## src/rtl/local_port_input_vc_buffer_if.sv

```systemverilog
// Bundle of local-port flit input, per-VC head/dequeue, and credit-return signals.
// master: upstream injector plus switch allocator; slave: the VC buffer.
interface local_port_input_vc_buffer_if #(
  parameter int VC_NUM          = 2,
  parameter int VC_DEPTH        = 2,
  parameter int FLIT_W          = 64,
  parameter int ROUTE_W         = 3,
  parameter int VC_ID_NUM_MAX_W = 2,
  parameter int VC_DEPTH_W      = $clog2(VC_DEPTH + 1)
);
  logic                                 flit_v_i;
  logic [VC_ID_NUM_MAX_W-1:0]           flit_vc_id_i;
  logic [FLIT_W-1:0]                    flit_data_i;
  logic [ROUTE_W-1:0]                   flit_look_ahead_routing_i;
  logic [VC_NUM-1:0]                    head_vld_o;
  logic [VC_NUM-1:0][FLIT_W-1:0]        head_data_o;
  logic [VC_NUM-1:0][ROUTE_W-1:0]       head_look_ahead_routing_o;
  logic [VC_NUM-1:0]                    deq_i;
  logic                                 tx_lcrd_v_o;
  logic [VC_ID_NUM_MAX_W-1:0]           tx_lcrd_id_o;
  logic [VC_NUM-1:0][VC_DEPTH_W-1:0]    vc_occupancy_o;
  logic                                 proto_err_o;

  modport master (
    output flit_v_i, flit_vc_id_i, flit_data_i, flit_look_ahead_routing_i, deq_i,
    input  head_vld_o, head_data_o, head_look_ahead_routing_o,
    input  tx_lcrd_v_o, tx_lcrd_id_o, vc_occupancy_o, proto_err_o
  );

  modport slave (
    input  flit_v_i, flit_vc_id_i, flit_data_i, flit_look_ahead_routing_i, deq_i,
    output head_vld_o, head_data_o, head_look_ahead_routing_o,
    output tx_lcrd_v_o, tx_lcrd_id_o, vc_occupancy_o, proto_err_o
  );
endinterface

```

## src/rtl/local_port_input_vc_buffer.sv

```systemverilog
// Local injection port input buffer: per-VC circular FIFOs with credit return upstream.
// Define LOCAL_VC_BUF_CREDIT_REG_EN to register the credit return by one cycle.
module local_port_input_vc_buffer #(
  parameter int VC_NUM          = 2,
  parameter int VC_DEPTH        = 2,
  parameter int FLIT_W          = 64,
  parameter int ROUTE_W         = 3,
  parameter int VC_ID_NUM_MAX_W = 2,
  parameter int VC_DEPTH_W      = $clog2(VC_DEPTH + 1)
) (
  input logic                          clk,
  input logic                          rstn,
  local_port_input_vc_buffer_if.slave  bus
);
  localparam int PTR_W = (VC_DEPTH > 1) ? $clog2(VC_DEPTH) : 1;
  localparam int ENT_W = FLIT_W + ROUTE_W;

  logic [ENT_W-1:0]      mem    [VC_NUM][VC_DEPTH];
  logic [PTR_W-1:0]      wr_ptr [VC_NUM];
  logic [PTR_W-1:0]      rd_ptr [VC_NUM];
  logic [VC_DEPTH_W-1:0] occ    [VC_NUM];
  logic                  proto_err;

  logic [VC_NUM-1:0]     vc_vld, vc_full, enq_sel, enq_hit, deq_hit, deq_go;
  logic                  id_ok, enq_full, enq_err, deq_multi, deq_empty, deq_ok, err_now;
  logic [VC_ID_NUM_MAX_W-1:0] deq_idx;

  logic [VC_NUM-1:0][FLIT_W-1:0]     head_data;
  logic [VC_NUM-1:0][ROUTE_W-1:0]    head_route;
  logic [VC_NUM-1:0][VC_DEPTH_W-1:0] occ_flat;

  function automatic logic [PTR_W-1:0] ptr_inc(input logic [PTR_W-1:0] p);
    return (p == PTR_W'(VC_DEPTH - 1)) ? '0 : p + 1'b1;
  endfunction

  always_comb begin
    vc_vld  = '0;
    vc_full = '0;
    enq_sel = '0;
    deq_idx = '0;
    id_ok   = int'(bus.flit_vc_id_i) < VC_NUM;
    for (int v = 0; v < VC_NUM; v++) begin
      vc_vld[v]  = occ[v] != '0;
      vc_full[v] = occ[v] == VC_DEPTH_W'(VC_DEPTH);
      enq_sel[v] = int'(bus.flit_vc_id_i) == v;
    end
    // Lowest set request bit wins; anything above it is a protocol error.
    for (int v = VC_NUM - 1; v >= 0; v--) begin
      if (bus.deq_i[v]) deq_idx = VC_ID_NUM_MAX_W'(v);
    end
    deq_hit   = bus.deq_i & (~bus.deq_i + 1'b1);
    deq_go    = deq_hit & vc_vld;
    deq_multi = (bus.deq_i & ~deq_hit) != '0;
    deq_ok    = deq_go != '0;
    deq_empty = (deq_hit & ~vc_vld) != '0;
    // Full is judged on pre-edge occupancy, so a same-cycle dequeue does not make room.
    enq_full  = (enq_sel & vc_full) != '0;
    enq_hit   = (bus.flit_v_i && id_ok && !enq_full) ? enq_sel : '0;
    enq_err   = bus.flit_v_i && (!id_ok || enq_full);
    err_now   = enq_err || deq_multi || deq_empty;
  end

  always_ff @(posedge clk or negedge rstn) begin
    if (!rstn) begin
      for (int v = 0; v < VC_NUM; v++) begin
        wr_ptr[v] <= '0;
        rd_ptr[v] <= '0;
        occ[v]    <= '0;
      end
      proto_err <= 1'b0;
    end else begin
      for (int v = 0; v < VC_NUM; v++) begin
        if (enq_hit[v]) wr_ptr[v] <= ptr_inc(wr_ptr[v]);
        if (deq_go[v])  rd_ptr[v] <= ptr_inc(rd_ptr[v]);
        case ({enq_hit[v], deq_go[v]})
          2'b10:   occ[v] <= occ[v] + 1'b1;
          2'b01:   occ[v] <= occ[v] - 1'b1;
          default: occ[v] <= occ[v];
        endcase
      end
      if (err_now) proto_err <= 1'b1;
    end
  end

  // Payload storage carries no reset; only pointers and counts define validity.
  always_ff @(posedge clk) begin
    for (int v = 0; v < VC_NUM; v++) begin
      if (enq_hit[v]) mem[v][wr_ptr[v]] <= {bus.flit_data_i, bus.flit_look_ahead_routing_i};
    end
  end

  always_comb begin
    head_data  = '0;
    head_route = '0;
    occ_flat   = '0;
    for (int v = 0; v < VC_NUM; v++) begin
      head_data[v]  = mem[v][rd_ptr[v]][ENT_W-1:ROUTE_W];
      head_route[v] = mem[v][rd_ptr[v]][ROUTE_W-1:0];
      occ_flat[v]   = occ[v];
    end
  end

  assign bus.head_vld_o                = vc_vld;
  assign bus.head_data_o               = head_data;
  assign bus.head_look_ahead_routing_o = head_route;
  assign bus.vc_occupancy_o            = occ_flat;
  assign bus.proto_err_o               = proto_err;

`ifdef LOCAL_VC_BUF_CREDIT_REG_EN
  logic                       tx_v_p1;
  logic [VC_ID_NUM_MAX_W-1:0] tx_id_p1;

  // Credit stage: a reset between dequeue and this register drops the credit.
  always_ff @(posedge clk or negedge rstn) begin
    if (!rstn) begin
      tx_v_p1  <= 1'b0;
      tx_id_p1 <= '0;
    end else begin
      tx_v_p1  <= deq_ok;
      tx_id_p1 <= deq_ok ? deq_idx : '0;
    end
  end

  assign bus.tx_lcrd_v_o  = tx_v_p1;
  assign bus.tx_lcrd_id_o = tx_id_p1;
`else
  assign bus.tx_lcrd_v_o  = deq_ok;
  assign bus.tx_lcrd_id_o = deq_ok ? deq_idx : '0;
`endif
endmodule

```

## src/flat_wrapper.sv

```systemverilog
// flat-port wrapper written by rule: the top's interface ports become plain ports
module local_port_input_vc_buffer_flat 
#(
  parameter int VC_NUM          = 2,
  parameter int VC_DEPTH        = 2,
  parameter int FLIT_W          = 64,
  parameter int ROUTE_W         = 3,
  parameter int VC_ID_NUM_MAX_W = 2,
  parameter int VC_DEPTH_W      = $clog2(VC_DEPTH + 1)
)
  (clk, rstn, bus_flit_v_i, bus_flit_vc_id_i, bus_flit_data_i, bus_flit_look_ahead_routing_i, bus_deq_i, bus_head_vld_o, bus_head_data_o, bus_head_look_ahead_routing_o, bus_tx_lcrd_v_o, bus_tx_lcrd_id_o, bus_vc_occupancy_o, bus_proto_err_o);
  local_port_input_vc_buffer_if #(.VC_NUM(VC_NUM), .VC_DEPTH(VC_DEPTH), .FLIT_W(FLIT_W), .ROUTE_W(ROUTE_W), .VC_ID_NUM_MAX_W(VC_ID_NUM_MAX_W), .VC_DEPTH_W(VC_DEPTH_W)) bus_i ();
  input logic clk;
  input logic rstn;
  input wire logic [$bits(bus_i.flit_v_i)-1:0] bus_flit_v_i;
  input wire logic [$bits(bus_i.flit_vc_id_i)-1:0] bus_flit_vc_id_i;
  input wire logic [$bits(bus_i.flit_data_i)-1:0] bus_flit_data_i;
  input wire logic [$bits(bus_i.flit_look_ahead_routing_i)-1:0] bus_flit_look_ahead_routing_i;
  input wire logic [$bits(bus_i.deq_i)-1:0] bus_deq_i;
  output wire logic [$bits(bus_i.head_vld_o)-1:0] bus_head_vld_o;
  output wire logic [$bits(bus_i.head_data_o)-1:0] bus_head_data_o;
  output wire logic [$bits(bus_i.head_look_ahead_routing_o)-1:0] bus_head_look_ahead_routing_o;
  output wire logic [$bits(bus_i.tx_lcrd_v_o)-1:0] bus_tx_lcrd_v_o;
  output wire logic [$bits(bus_i.tx_lcrd_id_o)-1:0] bus_tx_lcrd_id_o;
  output wire logic [$bits(bus_i.vc_occupancy_o)-1:0] bus_vc_occupancy_o;
  output wire logic [$bits(bus_i.proto_err_o)-1:0] bus_proto_err_o;
  assign bus_i.flit_v_i = bus_flit_v_i;
  assign bus_i.flit_vc_id_i = bus_flit_vc_id_i;
  assign bus_i.flit_data_i = bus_flit_data_i;
  assign bus_i.flit_look_ahead_routing_i = bus_flit_look_ahead_routing_i;
  assign bus_i.deq_i = bus_deq_i;
  assign bus_head_vld_o = bus_i.head_vld_o;
  assign bus_head_data_o = bus_i.head_data_o;
  assign bus_head_look_ahead_routing_o = bus_i.head_look_ahead_routing_o;
  assign bus_tx_lcrd_v_o = bus_i.tx_lcrd_v_o;
  assign bus_tx_lcrd_id_o = bus_i.tx_lcrd_id_o;
  assign bus_vc_occupancy_o = bus_i.vc_occupancy_o;
  assign bus_proto_err_o = bus_i.proto_err_o;
  local_port_input_vc_buffer #(.VC_NUM(VC_NUM), .VC_DEPTH(VC_DEPTH), .FLIT_W(FLIT_W), .ROUTE_W(ROUTE_W), .VC_ID_NUM_MAX_W(VC_ID_NUM_MAX_W), .VC_DEPTH_W(VC_DEPTH_W)) u_core (.clk(clk), .rstn(rstn), .bus(bus_i));
endmodule
```

## config.mk

```make
export PLATFORM = sky130hd
export DESIGN_NAME = local_port_input_vc_buffer_flat
export DESIGN_NICKNAME = d
export VERILOG_FILES = /design/src/rtl/local_port_input_vc_buffer_if.sv /design/src/rtl/local_port_input_vc_buffer.sv /design/src/flat_wrapper.sv
export SDC_FILE = /design/constraint.sdc
export NUM_CORES = 1
export LEC_CHECK = 0
export ABC_AREA = 1
export BUFFER_PORTS_ARGS = -buffer_cell sky130_fd_sc_hd__buf_2
export CAP_MARGIN = 30
export CORE_MARGIN = 3
export CORE_UTILIZATION = 58
export CTS_BUF_LIST = sky130_fd_sc_hd__clkbuf_16
export CTS_CLUSTER_SIZE = 20
export DETAILED_ROUTE_END_ITERATION = 10
export GPL_TIMING_DRIVEN = 1
export HOLD_SLACK_MARGIN = 0.05
export PLACE_DENSITY_LB_ADDON = 0.2
export SLEW_MARGIN = 40
export SYNTH_ARGS = -nofsm -noshare
export SYNTH_HDL_FRONTEND = slang
export SYNTH_SLANG_ARGS = --single-unit
```

## constraint.sdc

```tcl
create_clock -name clk -period 6.5 [get_ports clk]
set_input_delay 0.325 -clock clk [delete_from_list [all_inputs] [get_ports clk]]
set_output_delay 0.325 -clock clk [all_outputs]
set_load 0.02 [all_outputs]
```

==> results.toml, run 1 <==
[finish]
drive_above_1_share_pct = 26.3
fill_cells = 1079
instances_no_fill = 1303
final_core_util_pct = 75.5
nNetsFinal = 1134
multi_input_area_um2 = 1810
area_growth_pct = 26.8
diodes = 0
regArea_um2 = 8280

[detailed_routing]
viasPerCell = 5.12
wl_per_cell_um = 17.1
finalWirelength_um = 22300
vias = 6672
ant_nets = 0
drtIter0Drc = 443
drtPass1Iterations = 4
drc = 0

[synth]
yosys.area.top_type = "edfxtp_1"
netlist_top_cells_area = "edfxtp_1 (78%), nand2_1 (15%), dfrtp_1 (2.2%)"
synth_edf_count = 268
synth.avg_cell_area_um2 = 13.5
ys_types = 23
synth-seq-cells = 277
syn_nets = 845
yosysSeqAreaShare_pct = 79.7
yosys-top-cells-count = "nand2_1 (402), edfxtp_1 (268), buf_2 (15)"
yosys.area.top_type_share_pct = 77.5
synth_ff_type = "edfxtp_1"
ys_async_sr_fraction_pct = 3.25
syn_area_um2 = 10400
synthCells = 769
synth_warnings = 0
synth_most_common_cell = "nand2_1"

[power_and_ir_drop]
power.density_nw_per_um2 = 413
vdd_ir_drop_max_mv = 0.300
leakage_nw = 5.56

[floorplanning]
coreArea_um2 = 17400
io_pins = 218
die_h_um = 140
rows = 48
die_area_um2 = 19500
die_w_um = 140
start_util_pct = 59.6

[sta]
skew_ns = 0.00878
hold_ws_ns = 0.0802
finalSetupViolCount = 0
final.min_clock_period_ns = 2.98
finalCritPeriodShare_pct = 45.9
tightest_slew_ns = 0.803
tns_ns = 0
rsz0062_at_grt = "false"
finalMaxSlewViolations = 0
slew-limit-headroom_pct = 46.5
max_freq_mhz = 335
hold_viol = 0

[cts]
post-cts-setup-buffer-count = 0
cts-root-buf = "clkbuf_16"
cts_num_sinks = 277
clkTransAtPathRegs_ns = 0.06
cts_buffers = 27
clk_latency_ns = 0.52
ctsLongestPathBuffers = 3
cts_max_level = 1
cts_tree = "yes"

[global_route]
antenna_found_initial = 0
grt_overflow_total = 0
grt_pass1_wl_um = 34800
grt.total_usage_pct = 22.6
grt_pass1_vias = 6657
grt_max_degree = 69

[worst_setup_path]
worst_ep_required_time_ns = 6.17
startpoint = "u_core.rd_ptr[0]"
cp_slowest_cell = "dfrtp_2"
regToRegSetupSlack_ns = 4.36
worstPathMaxFanout = 68
worst_path_most_repeated_cell = "nand2_1"
ff2ff_path_depth = 5
cpPeakStageDelay_ns = 0.76
critPathLaunchType = "flop"
crit_end = "bus_head_data_o[125]"
cp.arrival_ns = 2.66
r2r-end = "u_core.mem[0][22]"
worstSetupPathType = "flop to output pin"
r2r-start = "u_core.bus.vc_occupancy_o[0]"
end_kind = "output pin"
crit_chain = "buf_4, inv_4, nand2_1, nand2_1, buf_2"

[placement]
routabilityCongestion = 0.750
dp_hpwl_um = 12500
place.port_buffers = 216
placed_cells = 1186

[job]
max_cap_violations = 0

[worst_hold_path]
hp-class = "input pin to flop"

[status]
status = "finished, final reports clean"
## worst min path at each step
stage | startpoint | end | cells past startpoint
after global routing | bus_deq_i[1] | u_core.bus.proto_err_o | 3
after floorplan | rstn | u_core.bus.proto_err_o | 0
after detailed placement | rstn | u_core.bus.vc_occupancy_o[0] | 1
after CTS | bus_deq_i[1] | u_core.bus.proto_err_o | 3
final | bus_deq_i[1] | u_core.bus.proto_err_o | 3
after global placement | rstn | u_core.bus.vc_occupancy_o[1] | 1
## stage by stage
stage	area, µm²	setup slack, ns	total power [mW]
detailed placement	11600	4.04	3.90
finish	13200	3.52	5.43
global route	13200	3.35	5.69
floorplan	10400	2.37	3.38
CTS	13200	3.49	5.46
global placement	11600	4.03	3.87
## worst max-delay path, delay by kind of cell, from the launching register on
family	cells	cell delay [ns]
buf+inv	3	1.03
flops	1	0.76
simple gates	2	0.25
## sequential cells by signal (all words and copies together) (netlist names)
| register | count |
|---|---|
| u_core.wr_ptr | 2 |
| u_core.bus.proto_err_o | 1 |
| u_core.rd_ptr | 2 |
| u_core.mem | 268 |
| u_core.bus.vc_occupancy_o | 4 |
## cell families (layout without fill, tap and decap cells)
logic type | Yosys count | in the layout | synth area share, %
compound gates | 6 | 6 | 0.301
xor+xnor | 7 | 7 | 0.591
fa+ha+maj | 2 | 2 | 0.241
buf+inv | 48 | 357 | 3.11
flops | 277 | 277 | 79.7
other cells | 1 | 1 | 0.0361
simple gates | 428 | 428 | 16.0
## cell usage in the layout (no fill, tap or decap), types with 2 or more instances in the layout
master	synthesis	routed
a21oi_1	2	2
buf_2	15	216
buf_4	7	3
buf_6	5	3
bufinv_16	0	4
clkbuf_16	0	27
clkinv_1	0	7
clkinv_2	0	5
dfrtp_1	9	7
dfrtp_2	0	2
dlygate4sd3_1	0	68
edfxtp_1	268	268
ha_1	2	2
inv_1	12	16
inv_2	3	4
nand2_1	402	402
nand2_2	12	12
nand3_1	2	2
nand4_1	2	2
nor2_1	9	6
nor2_4	0	3
o21ai_0	3	3
xnor2_1	2	2
xor2_1	5	5
## where the power goes
group | total, mW | internal, mW | switching (mW)
logic | 1.74 | 0.489 | 1.25
registers | 2.15 | 2.08 | 0.0772
clock network | 1.53 | 0.912 | 0.623
total | 5.43 | 3.48 | 1.95
## layout make-up
| cell class | instances | area share [%] |
|---|---|---|
| timing repair buffer | 291 | 14.0 |
| inverter | 17 | 0.542 |
| multi-input combinational | 444 | 13.7 |
| clock inverter | 22 | 1.53 |
| tap | 225 | 2.14 |
| clock buffer | 27 | 5.14 |
| sequential | 277 | 62.9 |
## layer usage
metal  part of all wire (%)  global-route usage [%]  up-vias  wire length [µm]
met5                      0                       0        -                 0
met4                    3.2                    8.47        0               707
met3                    7.5                    4.33       61              1680
met2                     52                    39.2      278             11500
met1                     38                    28.5     3167              8420
li1                       -                       -     3166                 -
## what timing repair did
action / CTS / global route
resized for setup: 0 / 0
hold buffers: 68 / 0
hold endpoints to repair: 277 / 0
setup endpoints to repair: 0 / 0
Note: power is estimated with default switching activity, not from simulation.
==> run 2, diff against run 1 <==
--- a/config.mk
+++ b/config.mk
@@ -9,7 +9,7 @@
 export BUFFER_PORTS_ARGS = -buffer_cell sky130_fd_sc_hd__buf_2
 export CAP_MARGIN = 30
 export CORE_MARGIN = 3
-export CORE_UTILIZATION = 58
+export CORE_UTILIZATION = 49
 export CTS_BUF_LIST = sky130_fd_sc_hd__clkbuf_16
 export CTS_CLUSTER_SIZE = 20
 export DETAILED_ROUTE_END_ITERATION = 10
==> constraint.sdc (replaced) <==
create_clock -name clk -period 2.5 [get_ports clk]
set_input_delay 0.125 -clock clk [delete_from_list [all_inputs] [get_ports clk]]
set_output_delay 0.125 -clock clk [all_outputs]
set_load 0.02 [all_outputs]
==> run 2 against run 1 <==
Effect of this change:
- first-iteration DRC count decreased by 20%
- largest power group unchanged
- non-clock buffer count increased by 11
- critical endpoint is now bus_head_data_o[127]
- worst setup slack got worse by 3.1 ns
- combinational power increased to 2.7 times the previous value
- worst hold slack improved by 0.066 ns
- clock skew about the same
==> results.toml, run 2 (same netlist as run 1, synthesis figures left out) <==
[status]
status = "finished, final reports clean"

[detailed_routing]
finalWirelength_um = 21600
ant_nets = 0
wl_met1_um = 8710
wl_per_cell_um = 15.9
drtIter0Drc = 356
dr.max_layer_used = "met4"
met2_length_um = 11100
drtPass1Iterations = 5
viasPerCell = 4.73
met3WireLength_um = 1310
vias = 6426
drc = 0

[cts]
cts_max_level = 1
post-cts-setup-buffer-count = 0
clkTransAtPathRegs_ns = 0.06
cts_tree = "yes"
ctsLongestPathBuffers = 3
cts_buffers = 27
cts-root-buf = "clkbuf_16"
cts_num_sinks = 277
clk_latency_ns = 0.51

[worst_setup_path]
cp_slowest_cell = "buf_4"
critPathLaunchType = "flop"
startpoint = "u_core.rd_ptr[0]"
cpPeakStageDelay_ns = 0.60
crit_chain = "buf_4, nand2_1, nand2_1, buf_2"
cp.arrival_ns = 2.00
r2r-start = "u_core.bus.vc_occupancy_o[0]"
worstSetupPathType = "flop to output pin"
worst_path_most_repeated_cell = "nand2_1"
path_buf_inv = 2
worst_ep_required_time_ns = 2.38
end_kind = "output pin"
crit_family = "buffers and inverters"
worstPathMaxFanout = 67

[finish]
largest_reg_flops = 268
area_growth_pct = 28.9
nNetsFinal = 1145
drive_above_1_share_pct = 26.4
final_common_cell = "nand2_1"
final_core_util_pct = 65.3
instances_no_fill = 1359
fin_area_um2 = 13400
diodes = 0
final_cell_mix = "nand2_1 (402), edfxtp_1 (268), buf_2 (216)"

[floorplanning]
die_h_um = 152
coreArea_um2 = 20500
start_util_pct = 50.6
die_area_um2 = 23000
die_w_um = 152
io_pins = 218
rows = 52

[global_route]
grt_pass1_wl_um = 32300
grt.total_usage_pct = 18.3
grt_pass1_vias = 6074
grt_max_degree = 69
grt_overflow_total = 0
antenna_found_initial = 0

[sta]
slew-limit-headroom_pct = 47.8
max_freq_mhz = 471
hold_viol = 0
finalCritPeriodShare_pct = 84.9
worst_slack_ns = 0.376
rsz0062_at_grt = "false"
tightest_slew_ns = 0.783
finalMaxSlewViolations = 0
finalSetupViolCount = 0
final.min_clock_period_ns = 2.12
hold_ws_ns = 0.147
skew_ns = 0.00847
tns_ns = 0

[placement]
routabilityCongestion = 0.733
place.port_buffers = 216
dp_hpwl_um = 12400
pre_cts_ws_ns = 0.704
place_area_um2 = 11700
placed_cells = 1233

[job]
max_cap_violations = 0

[power_and_ir_drop]
leakage_nw = 5.61
power.density_nw_per_um2 = 1070
vdd_ir_drop_max_mv = 1.06
total_power_mw = 14.3

[worst_hold_path]
hp-class = "input pin to flop"
hold_start = "bus_flit_vc_id_i[1]"
-- run 2: worst paths after layout --
kind | endpoint | slack, ns | cells past startpoint
min reg2reg | u_core.wr_ptr[0] | 0.49 | 2
max in group asynchronous | u_core.rd_ptr[0] | 1.53 | 3
max | bus_head_data_o[127] | 0.38 | 4
min | u_core.wr_ptr[0] | 0.15 | 5
min in group asynchronous | u_core.bus.proto_err_o | 0.63 | 3
max reg2reg | u_core.bus.proto_err_o | 0.51 | 5
-- run 2: timing repair --
action                                 in CTS  in global routing
gates resized for setup                     0                  0
endpoints found under the hold margin     282                  0
hold buffers                               77                  0
-- run 2: cell type report --
class,instances,area (µm²)
flip-flops and latches,277,8280
clock inverters,22,254
well taps,270,338
clock buffers,27,676
repair buffers,302,1960
multi-input cells,444,1810
fillers,1446,7110
inverters,17,75.1
-- run 2: where the power goes --
part           internal [mW]  switching, mW
clock network           2.58           1.59
logic                   1.30           3.32
registers               5.40          0.115
-- run 2: layer usage --
metal	up-vias	GRT usage [%]
li1	3182	-
met1	3020	24.1
met2	190	31.7
met3	34	3.06
met4	0	5.08
met5	-	0
-- run 2: worst min-delay path: cells and delay by family --
| family | cells | cell delay [ns] |
|---|---|---|
| and+or+nand+nor | 4 | 0.38 |
| buffers and inverters | 1 | 0.12 |
==> run 3, diff against run 2 <==
==> constraint.sdc (replaced) <==
create_clock -name clk -period 1.7 [get_ports clk]
set_input_delay 0.085 -clock clk [delete_from_list [all_inputs] [get_ports clk]]
set_output_delay 0.085 -clock clk [all_outputs]
set_load 0.02 [all_outputs]
==> run 3 against run 2 <==
Effect of this change:
- the flow now finishes with violations (setup timing)
- clock-buffer cell count unchanged
- worst setup slack got worse by 0.42 ns
- sequential power rose by 49%
- first-iteration DRC count increased by 20%
- critical path depth increased by 1
- clock skew up 0.0041 ns
- sequential share of layout area down 7.5 points
- clock power grew 34%
- wire length increased by 27%
==> results.toml, run 3 (same netlist as run 1, synthesis figures left out) <==
[status]
status = "finished with violations"
violations = "setup timing"

[cts]
cts_tree = "yes"
cts-root-buf = "clkbuf_16"
clk_latency_ns = 0.52
ctsLongestPathBuffers = 3
cts_max_level = 1
clkTransAtPathRegs_ns = 0.06
cts_buffers = 27
cts_num_sinks = 277

[finish]
largest_reg_flops = 268
instances_no_fill = 1406
area_growth_pct = 46.7
drive_above_1_share_pct = 41.5
diodes = 0
final_common_cell = "nand2_1"
final_cell_mix = "nand2_1 (271), edfxtp_1 (268), nand2_2 (120)"
fill_cells = 1245
fin_area_um2 = 15200
nNetsFinal = 1192

[floorplanning]
die_w_um = 152
start_util_pct = 50.6
coreArea_um2 = 20500
die_area_um2 = 23000
die_h_um = 152
rows = 52
io_pins = 218

[job]
max_cap_violations = 0

[detailed_routing]
finalWirelength_um = 27500
drc = 0
ant_nets = 0
viasPerCell = 5.00
wl_per_cell_um = 19.6
vias = 7029
drtIter0Drc = 427
drtPass1Iterations = 5

[global_route]
antenna_found_initial = 0
grt_max_degree = 44
grt_overflow_total = 0
grt.total_usage_pct = 20.0
grt_pass1_wl_um = 34900
grt_pass1_vias = 6429

[worst_setup_path]
critPathLaunchType = "flop"
end_kind = "output pin"
worst_ep_required_time_ns = 1.62
worstPathMaxFanout = 15
worstSetupPathType = "flop to output pin"
cp.arrival_ns = 1.66

[placement]
place_area_um2 = 11900
place.port_buffers = 216
dp_hpwl_um = 13800
placed_cells = 1246
routabilityCongestion = 0.814
pre_cts_ws_ns = 0.0533

[sta]
hold_viol = 0
worst_slack_ns = -0.0401
rsz0062_at_grt = "true"
finalCritPeriodShare_pct = 102
tns_ns = -0.983
final.min_clock_period_ns = 1.74
finalMaxSlewViolations = 0
skew_ns = 0.0126
max_freq_mhz = 575
finalSetupViolCount = 69

[power_and_ir_drop]
leakage_nw = 6.27
vdd_ir_drop_max_mv = 1.03
power.density_nw_per_um2 = 1640
total_power_mw = 25.0

[worst_hold_path]
hp-class = "input pin to flop"
==> run 3: cell types whose count changed in the layout (fill, tap and decap cells not counted), moves of 3 or more <==
cell,previous run,this run
buf_2,216,96
buf_12,3,23
buf_6,0,88
dfrtp_1,7,4
dfrtp_2,2,5
nand2_1,402,271
inv_8,0,3
bufinv_16,6,2
buf_4,6,50
nand2_2,12,120
clkbuf_16,27,38
nand2_4,0,23
==> run 3: timing repair <==
action,in CTS,in global routing
hold buffers,77,0
buffers inserted,7,12
gates cloned,3,15
setup endpoints to repair,131,198
hold endpoints to repair,283,0
pin swaps,2,23
resized for setup,163,225
==> run 3: final timing paths <==
| path | startpoint | slack, ns | depth (start not counted) | to |
|---|---|---|---|---|
| max | u_core.rd_ptr[0] | -0.04 | 5 | bus_head_data_o[100] |
| min | bus_flit_data_i[52] | 0.32 | 2 | u_core.mem[0][189] |
| min reg2reg | u_core.bus.proto_err_o | 0.49 | 2 | u_core.bus.proto_err_o |
| min in group asynchronous | rstn | 0.59 | 3 | u_core.wr_ptr[1] |
| max in group asynchronous | rstn | 0.77 | 3 | u_core.bus.vc_occupancy_o[1] |
| max reg2reg | u_core.bus.vc_occupancy_o[2] | 0.09 | 7 | u_core.wr_ptr[0] |
==> run 3: metrics by stage <==
stage	utilization [%]	hold WS (ns)
after global placement	58.2	-0.0375
final	74.3	0.320
after detailed placement	58.2	-0.0396
after CTS	68.8	0.297
after global routing	74.3	0.316
after floorplan	-	-0.211
==> run 3: power breakdown <==
part / leakage, nW / switching (mW) / internal, mW
sequential: 2.52 / 0.250 / 7.95
clock: 0.425 / 2.42 / 3.18
combinational: 3.33 / 6.40 / 4.80
total: 6.27 / 9.06 / 15.9
==> run 3: area by class of cell <==
cell class / count / area [µm²] / area share (%)
Clock inverter: 22 / 155 / 1.02
Multi-Input combinational cell: 444 / 2260 / 14.9
Tap cell: 270 / 338 / 2.22
Inverter: 17 / 82.6 / 0.542
Timing Repair Buffer: 348 / 3420 / 22.5
Sequential cell: 277 / 8280 / 54.4
Timing Repair inverter: 1 / 11.3 / 0.0739
Clock buffer: 27 / 676 / 4.44
==> run 3: per-layer routing <==
layer | vias to the layer above | share of wire, % | GRT usage (%) | wire length [µm]
met1 | 3399 | 38 | 26.5 | 10500
li1 | 3285 | - | - | -
met5 | - | 0 | 0 | 0
met3 | 61 | 7.1 | 3.15 | 1950
met2 | 284 | 52 | 34.5 | 14300
met4 | 0 | 2.9 | 6.20 | 795
==> run 3: worst max-delay path, stage by stage (launching register included) <==
cell and delay (ns):
dfrtp_2 0.49, inv_8 0.16, buf_16 0.17, nand2_1 0.05
nand2_1 0.10, buf_4 0.16
